**config.mk**
```make
export PLATFORM = sky130hd
export DESIGN_NAME = pc_trace_buf
export DESIGN_NICKNAME = d
export VERILOG_FILES = /design/src/rtl/test_monitor_pkg.sv /design/src/rtl/pc_trace_buf.sv
export SDC_FILE = /design/constraint.sdc
export NUM_CORES = 1
export LEC_CHECK = 0
export ABC_AREA = 1
export CAP_MARGIN = 20
export CORE_UTILIZATION = 34
export DETAILED_ROUTE_END_ITERATION = 10
export GPL_ROUTABILITY_DRIVEN = 0
export PLACE_DENSITY_LB_ADDON = 0.08
export SKIP_LAST_GASP = 1
export SLEW_MARGIN = 25
export SYNTH_ARGS = -nofsm -noshare
export SYNTH_HDL_FRONTEND = slang
export SYNTH_SLANG_ARGS = --single-unit
```
**constraint.sdc**
```tcl
create_clock -name clk -period 3.7 [get_ports clk]
set_input_delay 0.37 -clock clk [delete_from_list [all_inputs] [get_ports clk]]
set_output_delay 0.37 -clock clk [all_outputs]
set_load 0.005 [all_outputs]
```
**src/rtl/test_monitor_pkg.sv**
```systemverilog
// Shared types and constants for the end-of-test monitor.
package test_monitor_pkg;

    typedef enum logic [2:0] {
        RUN     = 3'd0,
        SETTLE  = 3'd1,
        PASS    = 3'd2,
        FAIL    = 3'd3,
        TIMEOUT = 3'd4
    } state_t;

    localparam int unsigned DEF_DONE_REG = 26;
    localparam int unsigned DEF_PASS_REG = 27;
    localparam int unsigned DEF_TNUM_REG = 3;

    // Ceiling log2, usable in constant expressions such as port widths.
    function automatic int unsigned log2c(input int unsigned v);
        int unsigned r;
        r = 0;
        for (int unsigned i = 0; i < 32; i++) begin
            if ((64'd1 << i) < 64'(v)) r = i + 1;
        end
        return r;
    endfunction

endpackage

```
**src/rtl/pc_trace_buf.sv**
```systemverilog
// Circular PC trace: newest-relative read, saturating fill count, freezable.
module pc_trace_buf
    import test_monitor_pkg::*;
#(
    parameter int unsigned XLEN  = 32,
    parameter int unsigned DEPTH = 16
) (
    input  logic                    clk,
    input  logic                    rest,
    input  logic                    freeze,
    input  logic                    wr_en,
    input  logic [XLEN-1:0]         wr_pc,
    input  logic [log2c(DEPTH)-1:0] rd_idx,
    output logic [XLEN-1:0]         rd_pc,
    output logic [log2c(DEPTH):0]   cnt
);

    localparam int unsigned IW = log2c(DEPTH);

    logic [XLEN-1:0] mem [DEPTH];
    logic [IW-1:0]   wp;
    logic [IW-1:0]   rd_addr;
    logic            push;

    assign push = wr_en && !freeze;

    always_ff @(posedge clk) begin
        if (!rest) begin
            wp  <= '0;
            cnt <= '0;
        end else if (push) begin
            wp <= wp + IW'(1);
            if (cnt != (IW+1)'(DEPTH)) cnt <= cnt + (IW+1)'(1);
        end
    end

    // Storage needs no reset: reads beyond the fill count are masked to zero.
    always_ff @(posedge clk) begin
        if (rest && push) mem[wp] <= wr_pc;
    end

    assign rd_addr = wp - rd_idx - IW'(1);

    always_comb begin
        rd_pc = '0;
        if ({1'b0, rd_idx} < cnt) rd_pc = mem[rd_addr];
    end

endmodule

```
==> Word level (Yosys, flattened, before mapping) <==
Memories as Yosys holds them, arrays and structs flattened.
Index checks and enable logic that the tools add are counted.
{ "totals": {"regBits": 9, "ram_bits": 512, "in_bits": 40, "out_inout_bits": 37, "wordCells": 16, "memories": 1} }
{ "memory_table": {"columns": ["name", "depth", "word_bits", "read_ports", "rd_ports_with_merged_regs", "wr", "line_no", "text"], "rows": [
  ["mem", 16, 32, 1, 0, 1, "pc_trace_buf.sv:20", "logic [XLEN-1:0] mem [DEPTH];"]
]} }
{ "classes": {"add_sub_neg": 4, "n_lt_le_gt_ge": 1, "n_eq_ne": 1, "n_mux": 3, "n_reduce_logical": 4} }
{ "op_table": {"columns": ["operator", "count"], "rows": [
  ["$mux W32", 1],
  ["$add A5 B1 Y5 const B", 1],
  ["$lt A4 B5 Y1", 1],
  ["$ne A5 B5 Y1 const B", 1],
  ["$add A4 B1 Y4 const B", 1],
  ["$sub A4 B1 Y4 const B", 1],
  ["$sub A4 B4 Y4", 1],
  ["$logic_and A1 B1 Y1", 2],
  ["$mux W1", 2],
  ["$reduce_and A2 Y1", 1],
  ["$logic_not A1 Y1", 1]
]} }

==> Depth between registers and ports, before layout <==
Gate-level depths: netlist of the first run.
{ "depth": {"word_depth": 5, "ltp_mapped": 13, "ltp_nobuf": 12} }

==> Worst setup path after synthesis of the first run <==
OpenSTA, ideal clock, no wires.
{ "synth_timing": {"path_kind": "input to register", "from": "in wr_en", "to": "mem mem[8][0] (enable)", "setup_ps": 461, "arrival_time_ps": 3154, "required_time_ps": 3239, "slack_ps": 85, "cell_stages": 6, "n_path_buf": 0, "cell_sequence": "inv_1 > nor2_1 > inv_1 > nor2_1 > nand2_1 > nor3_1"} }
{ "synth_between": {"elab_chain_len": 4} }
{ "synth_rtl": {"columns": ["element", "line_no", "text"], "rows": [
  ["start: declaration", "pc_trace_buf.sv:11", "input logic wr_en,"],
  ["$logic_and A1 B1 Y1", "pc_trace_buf.sv:25", "assign push = wr_en && !freeze;"],
  ["$logic_and A1 B1 Y1", "pc_trace_buf.sv:39", "if (rest && push) mem[wp] <= wr_pc;"],
  ["$mux W1", "pc_trace_buf.sv:39", null],
  ["$mux W1 (implied by the code)", "pc_trace_buf.sv:39", null],
  ["end: declaration", "pc_trace_buf.sv:20", null]
]} }
Every way passes these cells.

==> Worst setup path after layout of the first run <==
{ "layout_timing": {"from": "reg wp[0]", "to": "out rd_pc[3]"} }
{ "layout_between": {"elab_chain_len": 4} }
{ "layout_rtl": {"columns": ["element", "line_no", "text"], "rows": [
  ["start: declaration", "pc_trace_buf.sv:21", "logic [IW-1:0] wp;"],
  ["start signal: assignment", "pc_trace_buf.sv:32", "wp <= wp + IW'(1);"],
  ["$sub A4 B4 Y4", "pc_trace_buf.sv:42", "assign rd_addr = wp - rd_idx - IW'(1);"],
  ["$sub A4 B1 Y4", "pc_trace_buf.sv:42", null],
  ["$mem_v2 Z16 W32", null, null],
  ["$mux W32", "pc_trace_buf.sv:46", "if ({1'b0, rd_idx} < cnt) rd_pc = mem[rd_addr];"],
  ["end: declaration", "pc_trace_buf.sv:14", "output logic [XLEN-1:0] rd_pc,"]
]} }
Every way passes these cells.

==> results.yml, run 1 <==
die:
  dieArea_sq_um: 64200
  start_util_pct: 34.6
  boundaryPins: 77
  std_cell_rows: 91
  fp.dieW_microns: 253
  die_height_microns: 253
  coreArea_sq_um: 62100
worst_setup_path:
  r2r_end: "mem[8][21]$_DFFE_PP_"
  crit_path_start_kind: "register"
  end_kind: "output pin"
  rrSetupSlack_ps: 1620
  crit_type: "register to output pin"
  required_ps: 3330
  crit_start: "wp[0]$_SDFFE_PN0N_"
  r2r_cells: 6
  crit-reg2reg-launch: "wp[0]$_SDFFE_PN0N_"
  crit_end: "rd_pc[3]"
  cp_max_fo: 17
  arrival_ps: 3390
timing:
  rsz0062_at_grt: "yes"
  final-max-slew-violation-count: 0
  layout_setup_ws_ps: -64.0
  finClkSkew_ps: 22.3
  finalSetupViolations: 10
  maxSlewHeadroom_pct: 55.6
  tightest_slew_ps: 663
  fmax_mhz: 266
  final.min_clock_period_ps: 3760
  finalCritPeriodShare_pct: 102
  hold_viol: 0
placement:
  portBuffers: 76
  placed_cells: 2690
  dp_hpwl_mm: 30.7
yosys:
  async_reset_ff_share_pct: 0
  syn-instance-count: 1800
  ys_seq_area_share_pct: 72.4
  synth_common_cells: "nand2_1, edfxtp_1, nand3_1, buf_2, a21oi_1"
  netlist.area_leader.share_pct: 71.6
  yosys.area_share.simple_pct: 21.3
  synthesis.nets: 1853
  yosysTopAreaCell: "edfxtp_1"
  ys_seq_elements: 521
  yosysWarnings: 0
  syn_area_sq_um: 21500
  synthXorXnorAreaFrac_pct: 0.192
  synth_edf_count: 512
  netlist_top_cells_area: "edfxtp_1, nand2_1, nand3_1"
  synth_compound_gate_area_share_pct: 1.33
  synthMuxAreaShare_pct: 0
  synth_top_flop_cell: "edfxtp_1"
  ys_types: 29
  synth_top_family_by_area: "simple AND/OR/NAND/NOR gates"
  synth-adder-area-share_pct: 0.792
  syn_area_per_cell_sq_um: 11.9
  yosysMostFrequentCell: "nand2_1"
power:
  p_leak_nw: 9.31
  p_seq_share_pct: 47.0
  p_int_mw: 10.4
  switching_share_pct: 24.9
  power_frac_comb_pct: 13.2
  clkPwrFrac_pct: 39.8
  power_switching_mw: 3.45
  ir_drop_mv: 0.364
  powerDensity_nw_per_um2: 536
global_route:
  grt_pass1_vias: 13400
  grt_start_max_net_pins: 55
  antenna_found_initial: 1
  grt_pass1_wl_mm: 87.8
  track_usage_pct: 18.5
  grt-ovfl-total: 0
routing:
  via_per_inst: 4.91
  dr.pass1.iters: 5
  drt-met1-wl_mm: 28.2
  top_layer_used: "met5"
  wirelength_mm: 59.2
  initialDrtViolationCount: 1046
  drc: 0
  wl_met3_mm: 2.41
  vias: 13800
  wl_per_cell_microns: 21.1
  ant_nets: 0
  wl_met2_mm: 27.9
clocking:
  tritoncts: "yes"
  h-tree-depth: 2
  cts.sinks: 521
  cts_buffers: 58
  clk_latency_ps: 610
  cts_root_buf: "clkbuf_16"
  clk_pin_slew_ps: 60
  cts_hold_buf: 0
  cts_buffer_depth: 3
final_layout:
  fin_cells: 2805
  fin_nets: 1976
  finish.utilization_pct: 41.7
  syn2layout_area_growth_pct: 20.4
  n_antenna_cell: 0
  drive_gt1_share_pct: 11.1
status:
  violations: "negative setup slack"
  outcome: "finished, violations left"
worst_hold_path:
  min_path_type: "primary input to register"
job:
  cap_violations: 0
==> sequential cells by signal, indices dropped and copies added (netlist names) <==
name / cells
cnt: 5
mem: 512
wp: 4
==> timing repair <==
action                                  in CTS  in global routing
setup buffers                                6                  0
cloned                                       2                  2
endpoints found under the hold margin        0                  0
resized for setup                           30                 11
pin swaps                                    4                  0
endpoints found under the setup margin      32                 19
==> cell families after synthesis <==
family | after synthesis
xor gates and xnor gates | 3
buffers and inverters | 135
DFF | 521
adders and majority gates | 13
and+or+nand+nor | 1079
AOI/OAI and AO/OA | 49
==> metal layers <==
layer,GRT usage (%),up-vias
met2,29.8,281
met1,26.4,6834
met3,2.81,62
met4,3.74,2
met5,0,-
li1,-,6593
==> per-stage QoR <==
stage	hold WS, ps	area (sq um)	setup TNS, ps	setup WS, ps	power, mW
floorplan	469	21500	0	85.2	7.68
global placement	504	23800	-342	-93.0	8.41
detailed placement	500	23800	-371	-93.4	8.41
CTS	477	25800	-1110	-96.9	14.0
global route	525	25900	-2510	-198	14.4
finish	500	25900	-332	-64.0	13.9
==> layout by cell type, fill, tap and decap left out, drive strengths merged <==
cell type / instances
nand2: 657
edfxtp: 512
nand3: 391
buf: 92
clkbuf: 73
clkdlybuf4s50: 60
a21oi: 41
inv: 29
clkinv: 26
nor3: 16
dlygate4sd2: 13
nor2: 13
ha: 12
dfxtp: 9
o21ai: 7
bufinv: 5
dlymetal6s2s: 3
xor2: 2
xnor2: 1
o211ai: 1
nand4: 1
nor4: 1
fa: 1
clkinvlp: 1
bufbuf: 1
==> final cells by class <==
type / instances / area [sq um]
timing repair buffer: 171 / 2120
multi-input combinational: 1144 / 5210
clock inverter: 34 / 302
inverter: 27 / 121
sequential: 521 / 15600
clock buffer: 71 / 1500
fill: 5845 / 36200
tap: 837 / 1050
==> worst min-delay path by stage <==
stage	start	to	slack [ps]	cells past startpoint
6_report	rest	wp[0]$_SDFFE_PN0N_	500	3
5_1_grt	rest	cnt[3]$_SDFFE_PN0P_	520	3
4_1_cts	rest	wp[0]$_SDFFE_PN0N_	480	3
3_5_place_dp	cnt[4]$_SDFFE_PN0P_	cnt[4]$_SDFFE_PN0P_	500	2
3_3_place_gp	cnt[4]$_SDFFE_PN0P_	cnt[4]$_SDFFE_PN0P_	500	2
2_1_floorplan	wr_pc[0]	mem[0][0]$_DFFE_PP_	470	0
==> worst max-delay path, stage by stage (launching register included) <==
cell,delay [ps]
dfxtp_4,350
ha_4,120
inv_1,50
fa_4,880
inv_8,100
buf_12,170
nand3_1,90
nand3_1,90
nand2_1,80
nand2_1,50
a21oi_1,160
buf_4,160
clkdlybuf4s50_1,500
==> power by group through the flow <==
stage | clock network, mW | registers (mW) | logic (mW)
after floorplan | 0 | 6.64 | 1.04
after global placement | 0 | 6.64 | 1.77
after detailed placement | 0 | 6.64 | 1.77
after CTS | 5.68 | 6.51 | 1.83
after global routing | 5.90 | 6.51 | 2.02
final | 5.52 | 6.51 | 1.82
(Power assumes the default switching activity.)
==> run 2, diff against run 1 <==
Settings changed: DONT_BUFFER_PORTS from default to 1, MAX_ROUTING_LAYER from default to met4.
==> run 2 against run 1 <==
The flow now finishes without violations; sequential share of layout area up 3.2 points; critical path depth down 1; routed wire length is 0.75% lower.
==> results.yml, run 2 (synthesis results as in run 1) <==
global_route:
  track_usage_pct: 19.3
  grt_start_max_net_pins: 133
  grt_pass1_vias: 13500
  grt-ovfl-total: 0
  antenna_found_initial: 1
  grt_pass1_wl_mm: 88.1
clocking:
  postCtsSetupRepairBufs: 0
  cts_buffer_depth: 3
  tritoncts: "yes"
  clk_pin_slew_ps: 60
  h-tree-depth: 2
  cts.sinks: 521
  cts_buffers: 57
  cts_root_buf: "clkbuf_16"
  clk_latency_ps: 610
routing:
  wl_per_cell_microns: 21.6
  initialDrtViolationCount: 819
  drc: 0
  vias: 13400
  dr.pass1.iters: 4
  wirelength_mm: 58.8
  ant_nets: 0
  via_per_inst: 4.91
job:
  cap_violations: 0
die:
  std_cell_rows: 91
  dieArea_sq_um: 64200
  start_util_pct: 34.6
  coreArea_sq_um: 62100
  die_height_microns: 253
  boundaryPins: 77
  fp.dieW_microns: 253
final_layout:
  top_register: "mem"
  reg_top3: "mem: 512 flops, cnt: 5 flops, wp: 4 flops"
  drive_gt1_share_pct: 8.92
  syn2layout_area_growth_pct: 14.3
  largest_reg_flops: 512
  finish.utilization_pct: 39.6
  final_cell_mix: "nand2_1, edfxtp_1, nand3_1, clkbuf_16, buf_4"
  layout_commonest_cell: "nand2_1"
  fin_nets: 1896
worst_setup_path:
  arrival_ps: 3180
  end_kind: "output pin"
  cp_max_fo: 55
  required_ps: 3330
  crit_type: "register to output pin"
  crit_path_start_kind: "register"
timing:
  tightest_slew_ps: 796
  rsz0062_at_grt: "no"
  finalSetupViolations: 0
  hold_viol: 0
  fmax_mhz: 281
  finalCritPeriodShare_pct: 96.0
  final.min_clock_period_ps: 3550
  finClkSkew_ps: 9.17
  maxSlewHeadroom_pct: 46.8
  final-max-slew-violation-count: 0
  fin_tns_setup_ps: 0
power:
  powerDensity_nw_per_um2: 540
  p_leak_nw: 8.66
  ir_drop_mv: 0.324
worst_hold_path:
  min_path_type: "primary input to register"
placement:
  portBuffers: 0
  dp_hpwl_mm: 28.5
status:
  outcome: "finished clean"
[run 2: final timing paths]
check	from	endpoint	slack [ps]	cells past startpoint
setup / recovery	wp[0]$_SDFFE_PN0N_	rd_pc[25]	150	11
hold / removal	freeze	cnt[4]$_SDFFE_PN0P_	50	3
setup reg to reg	wp[3]$_SDFFE_PN0N_	mem[11][18]$_DFFE_PP_	1560	3
hold reg to reg	cnt[4]$_SDFFE_PN0P_	cnt[4]$_SDFFE_PN0P_	540	2
[run 2: critical path, cell delays in order, from the launching register on]
cell	delay [ps]
dfxtp_2	380
ha_4	140
inv_1	50
fa_4	890
inv_12	140
buf_4	260
nand3_1	90
nand3_1	80
nand2_1	80
nand2_1	50
a21oi_1	210
buf_4	150
[run 2: per-stage QoR]
stage | setup slack (ps) | hold slack (ps) | instances | total power, mW | instance area [sq um]
global placement | 311 | 470 | 2587 | 8.07 | 22500
finish | 147 | 50.5 | 2721 | 13.3 | 24600
global route | 0.763 | 63.1 | 2721 | 13.8 | 24600
detailed placement | 368 | 470 | 2587 | 8.08 | 22500
CTS | 7.74 | 4.86 | 2720 | 13.4 | 24500
floorplan | 85.2 | 469 | 1800 | 7.68 | 21500
[run 2: final cells by class]
type | instances | area, sq um
fill | 5916 | 37500
inverter | 27 | 121
timing repair buffer | 92 | 955
sequential | 521 | 15600
clock buffer | 72 | 1530
clock inverter | 27 | 144
multi-input combinational | 1144 | 5200
antenna | 1 | 2.50
tap | 837 | 1050
[run 2: what timing repair did]
| action | CTS | global route |
|---|---|---|
| hold endpoints to repair | 518 | 0 |
| endpoints found under the setup margin | 26 | 31 |
| gates resized for setup | 5 | 9 |
| cloned | 1 | 0 |
| hold buffers | 33 | 0 |
| pin swaps | 0 | 1 |
[run 2: power by group]
group / total (mW) / internal [mW] / switching, mW
clock network: 5.20 / 2.94 / 2.26
logic: 1.55 / 0.467 / 1.09
registers: 6.51 / 6.50 / 0.00865
total: 13.3 / 9.91 / 3.35
[run 2: per-layer routing]
metal | vias to the layer above | part of all wire (%) | GRT usage, %
met1 | 6621 | 46 | 25.6
met4 | 0 | 1.7 | 4.33
met2 | 244 | 48 | 30.8
li1 | 6414 | - | -
met5 | - | 0 | -
met3 | 71 | 4.5 | 3.27
==> run 3, diff against run 2 <==
--- a/config.mk
+++ b/config.mk
@@ -7,5 +7,5 @@
 export LEC_CHECK = 0
 export ABC_AREA = 1
-export CAP_MARGIN = 20
+export CAP_MARGIN = 40
 export CORE_UTILIZATION = 34
 export DETAILED_ROUTE_END_ITERATION = 10
==> constraint.sdc (replaced) <==
create_clock -name clk -period 3.7 [get_ports clk]
set_input_delay 0.37 -clock clk [delete_from_list [all_inputs] [get_ports clk]]
set_output_delay 0.37 -clock clk [all_outputs]
set_load 0.01 [all_outputs]
==> run 3 against run 2 <==
Fmax is 1.7% higher; sequential share of layout area is 0.84 points lower; die area stayed put; count of clock-buffer cells in the layout is the same; largest cell class unchanged.
==> results.yml, run 3 (synthesis results as in run 1) <==
power:
  p_int_mw: 10.1
  p_seq_share_pct: 48.1
  p_leak_nw: 8.83
  switching_share_pct: 25.2
  powerDensity_nw_per_um2: 544
  power_switching_mw: 3.41
  power_frac_comb_pct: 12.0
  ir_drop_mv: 0.325
  total_power_mw: 13.5
  clkPwrFrac_pct: 40.0
die:
  fp.dieW_microns: 253
  start_util_pct: 34.6
  coreArea_sq_um: 62100
  std_cell_rows: 91
  boundaryPins: 77
  die_height_microns: 253
  dieArea_sq_um: 64200
worst_setup_path:
  crit_chain: "ha_4 > inv_1 > fa_4 > inv_16 > bufbuf_16 > nand3_1 > nand3_1 > nand2_1 > nand2_1 > a21oi_1 > buf_4"
  cp.buffers_inverters: 4
  end_kind: "output pin"
  crit_type: "register to output pin"
  required_ps: 3330
  arrival_ps: 3120
  crit_path_start_kind: "register"
  critPathTopFamily: "adder cells"
  slowest_delay_ps: 890
  slowest_stage: "fa_4"
  cp_max_fo: 24
routing:
  dr.pass1.iters: 5
  wirelength_mm: 58.6
  initialDrtViolationCount: 901
  via_per_inst: 4.89
  drc: 0
  vias: 13400
  wl_per_cell_microns: 21.4
  ant_nets: 0
final_layout:
  fin_nets: 1909
  reg_top3: "mem: 512 flops, cnt: 5 flops, wp: 4 flops"
  top_register: "mem"
  layout_commonest_cell: "nand2_1"
  syn2layout_area_growth_pct: 15.9
  largest_reg_flops: 512
  fin_cells: 2740
  drive_gt1_share_pct: 10.1
  final_cell_mix: "nand2_1, edfxtp_1, nand3_1, clkbuf_16, buf_4"
  finish.utilization_pct: 40.1
clocking:
  cts_buffer_depth: 3
  cts.sinks: 521
  clk_latency_ps: 610
  h-tree-depth: 2
  cts_buffers: 56
  cts_root_buf: "clkbuf_16"
  tritoncts: "yes"
  clk_pin_slew_ps: 60
timing:
  final.min_clock_period_ps: 3490
  hold_viol: 0
  rsz0062_at_grt: "no"
  tightest_slew_ps: 753
  fin_tns_setup_ps: 0
  final-max-slew-violation-count: 0
  layout_setup_ws_ps: 207
  finalCritPeriodShare_pct: 94.4
  finalSetupViolations: 0
  maxSlewHeadroom_pct: 49.8
  finClkSkew_ps: 18.2
  fmax_mhz: 286
global_route:
  grt_pass1_vias: 13400
  track_usage_pct: 19.1
  grt_start_max_net_pins: 135
  antenna_found_initial: 3
  grt_pass1_wl_mm: 87.9
  grt-ovfl-total: 0
status:
  outcome: "finished clean"
placement:
  dp_hpwl_mm: 29.1
  portBuffers: 0
  placed_cells: 2597
  pre_cts_slack_ps: 444
job:
  cap_violations: 0
worst_hold_path:
  min_path_type: "primary input to register"
-- run 3: stage by stage --
| step | area, sq um | hold WS [ps] |
|---|---|---|
| after floorplan | 21500 | 469 |
| after global placement | 22600 | 470 |
| after detailed placement | 22600 | 469 |
| after CTS | 24800 | 30.0 |
| after global routing | 24900 | 55.2 |
| final | 24900 | 67.8 |
-- run 3: path summary, 6_finish.rpt --
path	from	to	slack (ps)	depth (start not counted)
max	wp[0]$_SDFFE_PN0N_	rd_pc[4]	210	11
min	freeze	cnt[4]$_SDFFE_PN0P_	70	3
max reg2reg	wp[3]$_SDFFE_PN0N_	mem[10][15]$_DFFE_PP_	1660	3
min reg2reg	wp[0]$_SDFFE_PN0N_	wp[0]$_SDFFE_PN0N_	560	2
-- run 3: per-layer routing --
metal	track usage, %	routed length (microns)
met4	4.09	981
met5	-	0
met2	30.1	27900
met1	26.0	27600
met3	3.03	2100
-- run 3: cell type report --
cell class                 instances  area, sq um
antenna                            3         7.51
clock buffer                      72         1500
clock inverter                    30          244
fill                            5904        37200
inverter                          27          125
multi-input combinational       1144         5210
sequential                       521        15600
tap                              837         1050
timing repair buffer             105         1180
timing repair inverter             1         8.76
-- run 3: repair_timing --
item | CTS | global route
hold buffers | 33 | 0
setup endpoints to repair | 29 | 19
hold endpoints to repair | 518 | 0
pin swaps | 1 | 1
cloned | 3 | 1
resized for setup | 11 | 5
buffers inserted | 1 | 0
-- run 3: tightest hold or removal path, cell delays in order --
cell     delay (ps)
nor2_1           80
nand3_1         110
a21oi_1          50
-- run 3: power by group through the flow --
stage | Sequential, mW | Clock [mW] | Combinational (mW)
6_report | 6.51 | 5.41 | 1.62
5_1_grt | 6.51 | 5.79 | 1.81
4_1_cts | 6.51 | 5.57 | 1.65
3_5_place_dp | 6.64 | 0 | 1.47
3_3_place_gp | 6.64 | 0 | 1.47
2_1_floorplan | 6.64 | 0 | 1.06
